<file path="src/rtl/mem_port_arbiter.sv">
// Arbitrates the single memory port between instruction fetch (I) and load/store (D).
// Optional: define MEM_ARB_TIMEOUT_EN to abort accesses stuck longer than TIMEOUT cycles.
module mem_port_arbiter #(
  parameter bit FAIR    = 1'b1,
  parameter int TIMEOUT = 255
) (
  input  logic        clk,
  input  logic        rst,
  input  logic        i_req,
  input  logic [31:0] i_addr,
  output logic [31:0] i_rdata,
  output logic        i_ready,
  output logic        i_stall,
  input  logic        d_read,
  input  logic        d_write,
  input  logic [31:0] d_addr,
  input  logic [31:0] d_wdata,
  output logic [31:0] d_rdata,
  output logic        d_ready,
  output logic        d_stall,
  output logic        mem_read,
  output logic        mem_write,
  output logic [31:0] mem_addr,
  output logic [31:0] mem_wdata,
  input  logic [31:0] mem_rdata,
  input  logic        mem_ready,
  output logic        arb_err
);

  typedef enum logic [1:0] {IDLE, IACC, DACC, RESP} state_t;

  localparam logic [31:0] ABORT_DATA = 32'hDEAD_BEEF;

  state_t state_reg;
  state_t state_next;
  logic   last_grant_reg;  // 0: I side granted last, 1: D side
  logic   d_pend;
  logic   acc;
  logic   grant_i;
  logic   grant_d;
  logic   done;
  logic   abort;

  assign d_pend = d_read | d_write;
  assign acc    = (state_reg == IACC) || (state_reg == DACC);
  assign done   = acc && (mem_ready || abort);

  // Grant decision, only evaluated in IDLE
  always_comb begin
    grant_i = 1'b0;
    grant_d = 1'b0;
    if (state_reg == IDLE) begin
      if (d_pend && i_req) begin
        grant_d = FAIR ? ~last_grant_reg : 1'b1;
        grant_i = ~grant_d;
      end else begin
        grant_d = d_pend;
        grant_i = i_req;
      end
    end
  end

  always_ff @(posedge clk or negedge rst) begin
    if (!rst) begin
      state_reg <= IDLE;
    end else begin
      state_reg <= state_next;
    end
  end

  always_comb begin
    state_next = state_reg;
    case (state_reg)
      IDLE: begin
        if (grant_d) begin
          state_next = DACC;
        end else if (grant_i) begin
          state_next = IACC;
        end
      end
      IACC, DACC: begin
        if (done) begin
          state_next = RESP;
        end
      end
      RESP:    state_next = IDLE;
      default: state_next = IDLE;
    endcase
  end

  // Stalls are held low during reset so every output reads 0 while rst is asserted
  always_comb begin
    i_stall = rst & i_req & ~i_ready;
    d_stall = rst & d_pend & ~d_ready;
  end

  always_ff @(posedge clk or negedge rst) begin
    if (!rst) begin
      mem_read       <= 1'b0;
      mem_write      <= 1'b0;
      mem_addr       <= '0;
      mem_wdata      <= '0;
      i_rdata        <= '0;
      d_rdata        <= '0;
      i_ready        <= 1'b0;
      d_ready        <= 1'b0;
      last_grant_reg <= 1'b0;
    end else begin
      i_ready <= 1'b0;
      d_ready <= 1'b0;
      if (grant_i) begin
        mem_read  <= 1'b1;
        mem_write <= 1'b0;
        mem_addr  <= i_addr;
      end else if (grant_d) begin
        // read+write together is a store
        mem_read  <= ~d_write;
        mem_write <= d_write;
        mem_addr  <= d_addr;
        if (d_write) begin
          mem_wdata <= d_wdata;
        end
      end else if (done) begin
        mem_read       <= 1'b0;
        mem_write      <= 1'b0;
        last_grant_reg <= (state_reg == DACC);
        if (state_reg == IACC) begin
          i_ready <= 1'b1;
          i_rdata <= abort ? ABORT_DATA : mem_rdata;
        end else begin
          d_ready <= 1'b1;
          if (abort) begin
            d_rdata <= ABORT_DATA;
          end else if (mem_read) begin
            d_rdata <= mem_rdata;
          end
        end
      end
    end
  end

`ifdef MEM_ARB_TIMEOUT_EN
  logic [7:0] wait_cnt_reg;
  logic       arb_err_reg;

  // Abort on the cycle the counter would reach TIMEOUT
  assign abort   = acc && !mem_ready && (wait_cnt_reg == 8'(TIMEOUT - 1));
  assign arb_err = arb_err_reg;

  always_ff @(posedge clk or negedge rst) begin
    if (!rst) begin
      wait_cnt_reg <= '0;
      arb_err_reg  <= 1'b0;
    end else begin
      if (grant_i || grant_d) begin
        wait_cnt_reg <= '0;
      end else if (acc && !mem_ready) begin
        wait_cnt_reg <= wait_cnt_reg + 8'd1;
      end
      if (abort) begin
        arb_err_reg <= 1'b1;
      end
    end
  end
`else
  logic [7:0] unused_timeout;

  assign abort          = 1'b0;
  assign arb_err        = 1'b0;
  assign unused_timeout = 8'(TIMEOUT);
`endif

endmodule

</file>
<file path="config.mk">
export PLATFORM = sky130hd
export DESIGN_NAME = mem_port_arbiter
export DESIGN_NICKNAME = d
export VERILOG_FILES = /design/src/rtl/mem_port_arbiter.sv
export SDC_FILE = /design/constraint.sdc
export NUM_CORES = 1
export LEC_CHECK = 0
export CAP_MARGIN = 10
export CELL_PAD_IN_SITES_DETAIL_PLACEMENT = 1
export CELL_PAD_IN_SITES_GLOBAL_PLACEMENT = 1
export CORE_MARGIN = 2
export CORE_UTILIZATION = 30
export CTS_BUF_LIST = sky130_fd_sc_hd__clkbuf_8
export CTS_CLUSTER_DIAMETER = 50
export DETAILED_ROUTE_END_ITERATION = 8
export PLACE_DENSITY = 0.8
export SETUP_SLACK_MARGIN = 0.5
export SYNTH_ARGS = -nofsm -noshare
export SYNTH_HDL_FRONTEND = slang
export SYNTH_SLANG_ARGS = --single-unit
</file>
<file path="constraint.sdc">
create_clock -name clk -period 3.22 [get_ports clk]
set_clock_uncertainty 0.2 [all_clocks]
set_input_delay 0.483 -clock clk [delete_from_list [all_inputs] [get_ports clk]]
set_output_delay 0.483 -clock clk [all_outputs]
set_load 0.02 [all_outputs]
</file>
==> flow_summary.toml, run 1 <==
[timing]
period_needed_ns = 2.68
rsz0062_at_grt = "false"
worstMarginPinSlew_ns = 0.703
fmax_ghz = 0.373
setup_tns_ns = 0
relSlewSlack_pct = 53.1
period_share_pct = 83.2
whs_ns = 0.296
drv_slew = 0
finalHoldViolCount = 0
setup_viol = 0

[floorplan]
die_h_um = 140
core_um2 = 18000
rows = 49
die_area_um2 = 19600
start_util_pct = 30.8
die_x_um = 140
io_pins = 269

[min_path]
holdCritPathClass = "flip-flop to flip-flop"

[cts]
cts_setup_buffers = 0
ctsLongestPathBuffers = 2
root_buffer = "clkbuf_8"
cts_tree = "done"
cts.clk_slew.worst_paths_ns = 0.07
numCtsBuffers = 17
clock_sinks = 135
htreeDepth = 4
insertion_delay_ns = 0.43

[synthesis]
ys_ff_latch = 135
syn_area_um2 = 5550
async_reset_ff_share_pct = 100
synthFlopType = "dfrtp_1"
ys_warn_count = 0
yosysUniqueCellTypes = 31
yosys-top-cells-count = "dfrtp_1 (135), mux2_2 (91), nor2_1 (37), a21oi_1 (35), o21ai_0 (34)"
synth_nets = 569
avgSynthCellArea_um2 = 12.8
synth_edf_count = 0
syn-instance-count = 432
synth_area_leaders = "dfrtp_1 (61%), mux2_2 (18%), a31oi_1 (3.6%)"
yosysTopAreaCellShare_pct = 60.9
synth_largest_area_cell = "dfrtp_1"
yosysMostFrequentCell = "dfrtp_1"
ys_seq_area_share_pct = 60.9

[pwr]
p_per_area_nw_per_um2 = 1070
power_leakage_nw = 3.63
peakVddDrop_uv = 471

[place]
dp_cells = 907
dp_hpwl_um = 13400
io_buffers = 267
placed_cell_area_um2 = 8480
place.gp.congestion = 0.848

[global_route]
grt_use_total_pct = 18.9
antenna_found_initial = 1
grt.overflow.total = 0
grt_pass1_vias = 5162
grt_pass1_wl_um = 28900
grt_max_degree = 56

[outcome]
status = "completed"

[worst_setup_path]
crit_path_top_delay_cell = "clkdlybuf4s50_1"
crit_path_start_kind = "input pin"
crit_type = "input pin to primary output"
cp_top_family = "buffers and inverters"
critical_path_buf_inv_count = 3
cp_max_fo = 4
cp_slowest_stage_delay_ns = 0.64
reg2reg_slack_ns = 0.92
crit_chain = "dlygate4sd3_1 > buf_6 > nand2_1 > nor2_1 > clkdlybuf4s50_1"
worstPathRequired_ns = 2.54
crit_arrival_ns = 1.99
end_kind = "primary output"

[cells_and_area]
stdcell_count = 942
drive_gt1_share_pct = 20.1
area_growth_pct = 60.9
final_area_um2 = 8920
layout.nets = 836

[flow_run]
drv_cap = 0

[detailed_routing]
vias = 4587
via_per_inst = 4.87
first_iter_violations = 138
ant_nets = 0
wl_um = 18400
routedWlPerCell_um = 19.5
drc = 0
drtPass1Iterations = 4
## layer usage
metal	wire [um]	vias up	GRT usage (%)
met5	0	-	0
met1	7310	2287	22.2
met4	486	0	6.95
met2	9290	190	32.4
met3	1270	30	5.95
li1	-	2080	-
## layout make-up
type	instances	area, um^2
Antenna cell	1	2.50
Clock buffer	17	234
Clock inverter	15	174
Fill cell	1878	9100
Inverter	4	15.0
Multi-Input combinational cell	260	2000
Sequential cell	135	3380
Tap cell	229	287
Timing Repair Buffer	281	2830
## path summary, 6_finish.rpt
check                             start      endpoint  cells after the start
min                          d_rdata[9]    d_rdata[9]                      1
max reg2reg                state_reg[1]    d_rdata[8]                      6
max in group asynchronous           rst  mem_addr[26]                      4
max                                 rst       i_stall                      5
min in group asynchronous           rst       d_ready                      3
min reg2reg                  d_rdata[9]    d_rdata[9]                      1
## cell families (layout without fill, tap and decap cells)
logic type / count (synthesis) / count (layout) / share of synthesized area, %
compound gates: 108 / 108 / 11.0
fa+ha+maj: 3 / 3 / 0.677
buf+inv: 37 / 317 / 3.43
flops: 135 / 135 / 60.9
mux: 97 / 97 / 19.7
other cells: 1 / 2 / 0.0676
simple gates: 51 / 51 / 4.26
## where the power goes
group	switching (mW)	internal [mW]
Clock	0.700	0.771
Combinational	2.53	2.48
Sequential	0.483	2.56
Total	3.71	5.81
## cells in the final DEF, fill, tap and decap left out, types with 4 or more instances in the layout
master,n
a21oi_1,34
a31oi_1,32
buf_12,4
buf_4,9
clkbuf_8,17
clkdlybuf4s50_1,263
clkinv_2,4
dfrtp_1,135
inv_1,5
inv_6,5
mux2_1,6
mux2_2,91
nand2_1,4
nor2_1,37
o21ai_0,34
## timing repair
item,in CTS,in global routing
hold endpoints to repair,26,0
resized for setup,2,1
hold buffers,2,0
endpoints found under the setup margin,1,1
pin swaps,0,0
## stage by stage
stage                     util [%]  worst slack [ns]  total power [mW]
final                         49.5             0.543              9.52
after global routing          49.5             0.501              10.1
after CTS                     49.5             0.522              9.65
after detailed placement      47.1             0.429              8.11
after global placement        47.1             0.483              7.91
after floorplan                  -             0.981              5.60
No activity file was read; power rests on OpenSTA's default activity.
==> run 2, diff against run 1 <==
- clock period: 3.22 -> 2.5 ns (I/O delays scaled with it)
==> run 2 against run 1 <==
  * Cell area increased by 2.9%
  * Combinational power increased by 28%
  * First-iteration DRC count increased by 8.7%
  * Die area unchanged
  * Sequential power increased by 28%
  * Sequential cell count unchanged
  * Sequential share of layout area decreased by 1.1 points
  * Clock-buffer cell count increased by 1
==> flow_summary.toml, run 2 (synthesis gave the netlist of run 1 again) <==
[outcome]
status = "completed"

[global_route]
grt_max_degree = 80
grt_pass1_wl_um = 31100
grt_use_total_pct = 20.5
grt.overflow.total = 0
antenna_found_initial = 0
grt_pass1_vias = 5352

[floorplan]
die_x_um = 140
die_area_um2 = 19600
die_h_um = 140
core_um2 = 18000
io_pins = 269
rows = 49
start_util_pct = 30.8

[timing]
relSlewSlack_pct = 33.6
rsz0062_at_grt = "true"
period_share_pct = 83.1
finalHoldViolCount = 0
setup_viol = 0
worstMarginPinSlew_ns = 0.996
whs_ns = 0.0135
drv_slew = 0
fmax_ghz = 0.481
period_needed_ns = 2.08

[worst_setup_path]
cp_max_fo = 8
cp-startpoint = "state_reg[1]"
cp_top_family = "buffers and inverters"
reg2reg_slack_ns = 0.42
worstPathRequired_ns = 2.63
crit_cells = 8
rr_startpoint = "state_reg[1]"
cpMostUsedCell = "buf_4"
crit_type = "flip-flop to flip-flop"
crit_path_start_kind = "flip-flop"
crit_chain = "inv_2 > buf_4 > ha_2 > nor4b_4 > buf_4 > buf_12 > buf_16 > mux2_4"
worst_r2r_path_depth = 8
r2r-end = "d_rdata[15]"
crit_path_top_delay_cell = "dfrtp_1"
end_kind = "flip-flop"
cp_slowest_stage_delay_ns = 0.37
crit_arrival_ns = 2.20
critical_path_buf_inv_count = 5

[cells_and_area]
final_common_cell = "dfrtp_1"
final_cell_mix = "dfrtp_1 (135), clkdlybuf4s50_1 (132), dlygate4sd2_1 (129)"
final_util_pct = 51.0
drive_gt1_share_pct = 24.1
num_antenna_cells = 0
fill_cells = 1888
area_growth_pct = 65.6
layout.nets = 855

[detailed_routing]
drtPass1Iterations = 4
ant_nets = 0
routedWlPerCell_um = 21.2
via_per_inst = 4.90
wl_um = 20300
first_iter_violations = 150
drc = 0
vias = 4698

[cts]
numCtsBuffers = 17
cts.clk_slew.worst_paths_ns = 0.08
htreeDepth = 4
insertion_delay_ns = 0.44
ctsLongestPathBuffers = 2
clock_sinks = 135
cts_tree = "done"
root_buffer = "clkbuf_8"

[place]
io_buffers = 267
dp_hpwl_um = 13800
place.gp.congestion = 0.793

[pwr]
power_leakage_nw = 4.07
p_per_area_nw_per_um2 = 1330
power_mw = 12.3
peakVddDrop_uv = 603

[min_path]
holdCritPathClass = "input pin to asynchronous set/reset pin"

[flow_run]
drv_cap = 0
==> run 2: worst register-to-register path, cell delays in order (launching register included) <==
cell	delay, ns
dfrtp_1	0.37
inv_2	0.07
buf_4	0.13
ha_2	0.20
nor4b_4	0.29
buf_4	0.18
buf_12	0.10
buf_16	0.13
mux2_4	0.31
==> run 2: through the flow <==
stage / std cells / setup WS (ns) / cell area [um^2] / setup TNS, ns
detailed placement: 912 / -0.0204 / 8550 / -0.203
floorplan: 432 / 0.353 / 5550 / 0
CTS: 956 / 0.405 / 9080 / 0
global route: 959 / 0.346 / 9190 / 0
global placement: 912 / 0.00270 / 8550 / 0
finish: 959 / 0.422 / 9190 / 0
==> run 2: cell type report <==
| cell class | count | area [um^2] | share of cell area [%] |
|---|---|---|---|
| flip-flops and latches | 135 | 3380 | 36.8 |
| clock buffers | 18 | 248 | 2.70 |
| clock inverters | 13 | 168 | 1.82 |
| inverters | 4 | 15.0 | 0.163 |
| well taps | 229 | 287 | 3.12 |
| multi-input cells | 260 | 2150 | 23.4 |
| repair buffers | 300 | 2940 | 32.0 |
==> run 2: metal layers <==
layer | wire length, um | track usage, %
met1 | 8130 | 23.7
met2 | 10400 | 36.4
met3 | 1440 | 6.53
met4 | 341 | 5.74
met5 | 0 | 0
==> run 2: worst max-delay path by stage <==
stage / end / slack (ns)
final: d_rdata[15] / 0.42
after global routing: d_rdata[15] / 0.35
after CTS: d_rdata[0] / 0.41
after detailed placement: d_rdata[8] / -0.02
after global placement: d_rdata[23] / 0.003
after floorplan: d_rdata[14] / 0.35
==> run 2: power breakdown <==
part	internal [mW]	leakage [nW]	total [mW]	switching [mW]
Combinational	2.96	2.27	6.43	3.47
Sequential	3.29	1.59	3.90	0.605
Clock	1.02	0.207	1.93	0.906
==> run 2: repair_timing <==
action,CTS,global route
endpoints found under the setup margin,191,59
setup buffers,9,1
endpoints found under the hold margin,56,0
hold buffers,1,0
pin swaps,2,2
gates resized for setup,173,17
gates cloned,3,2
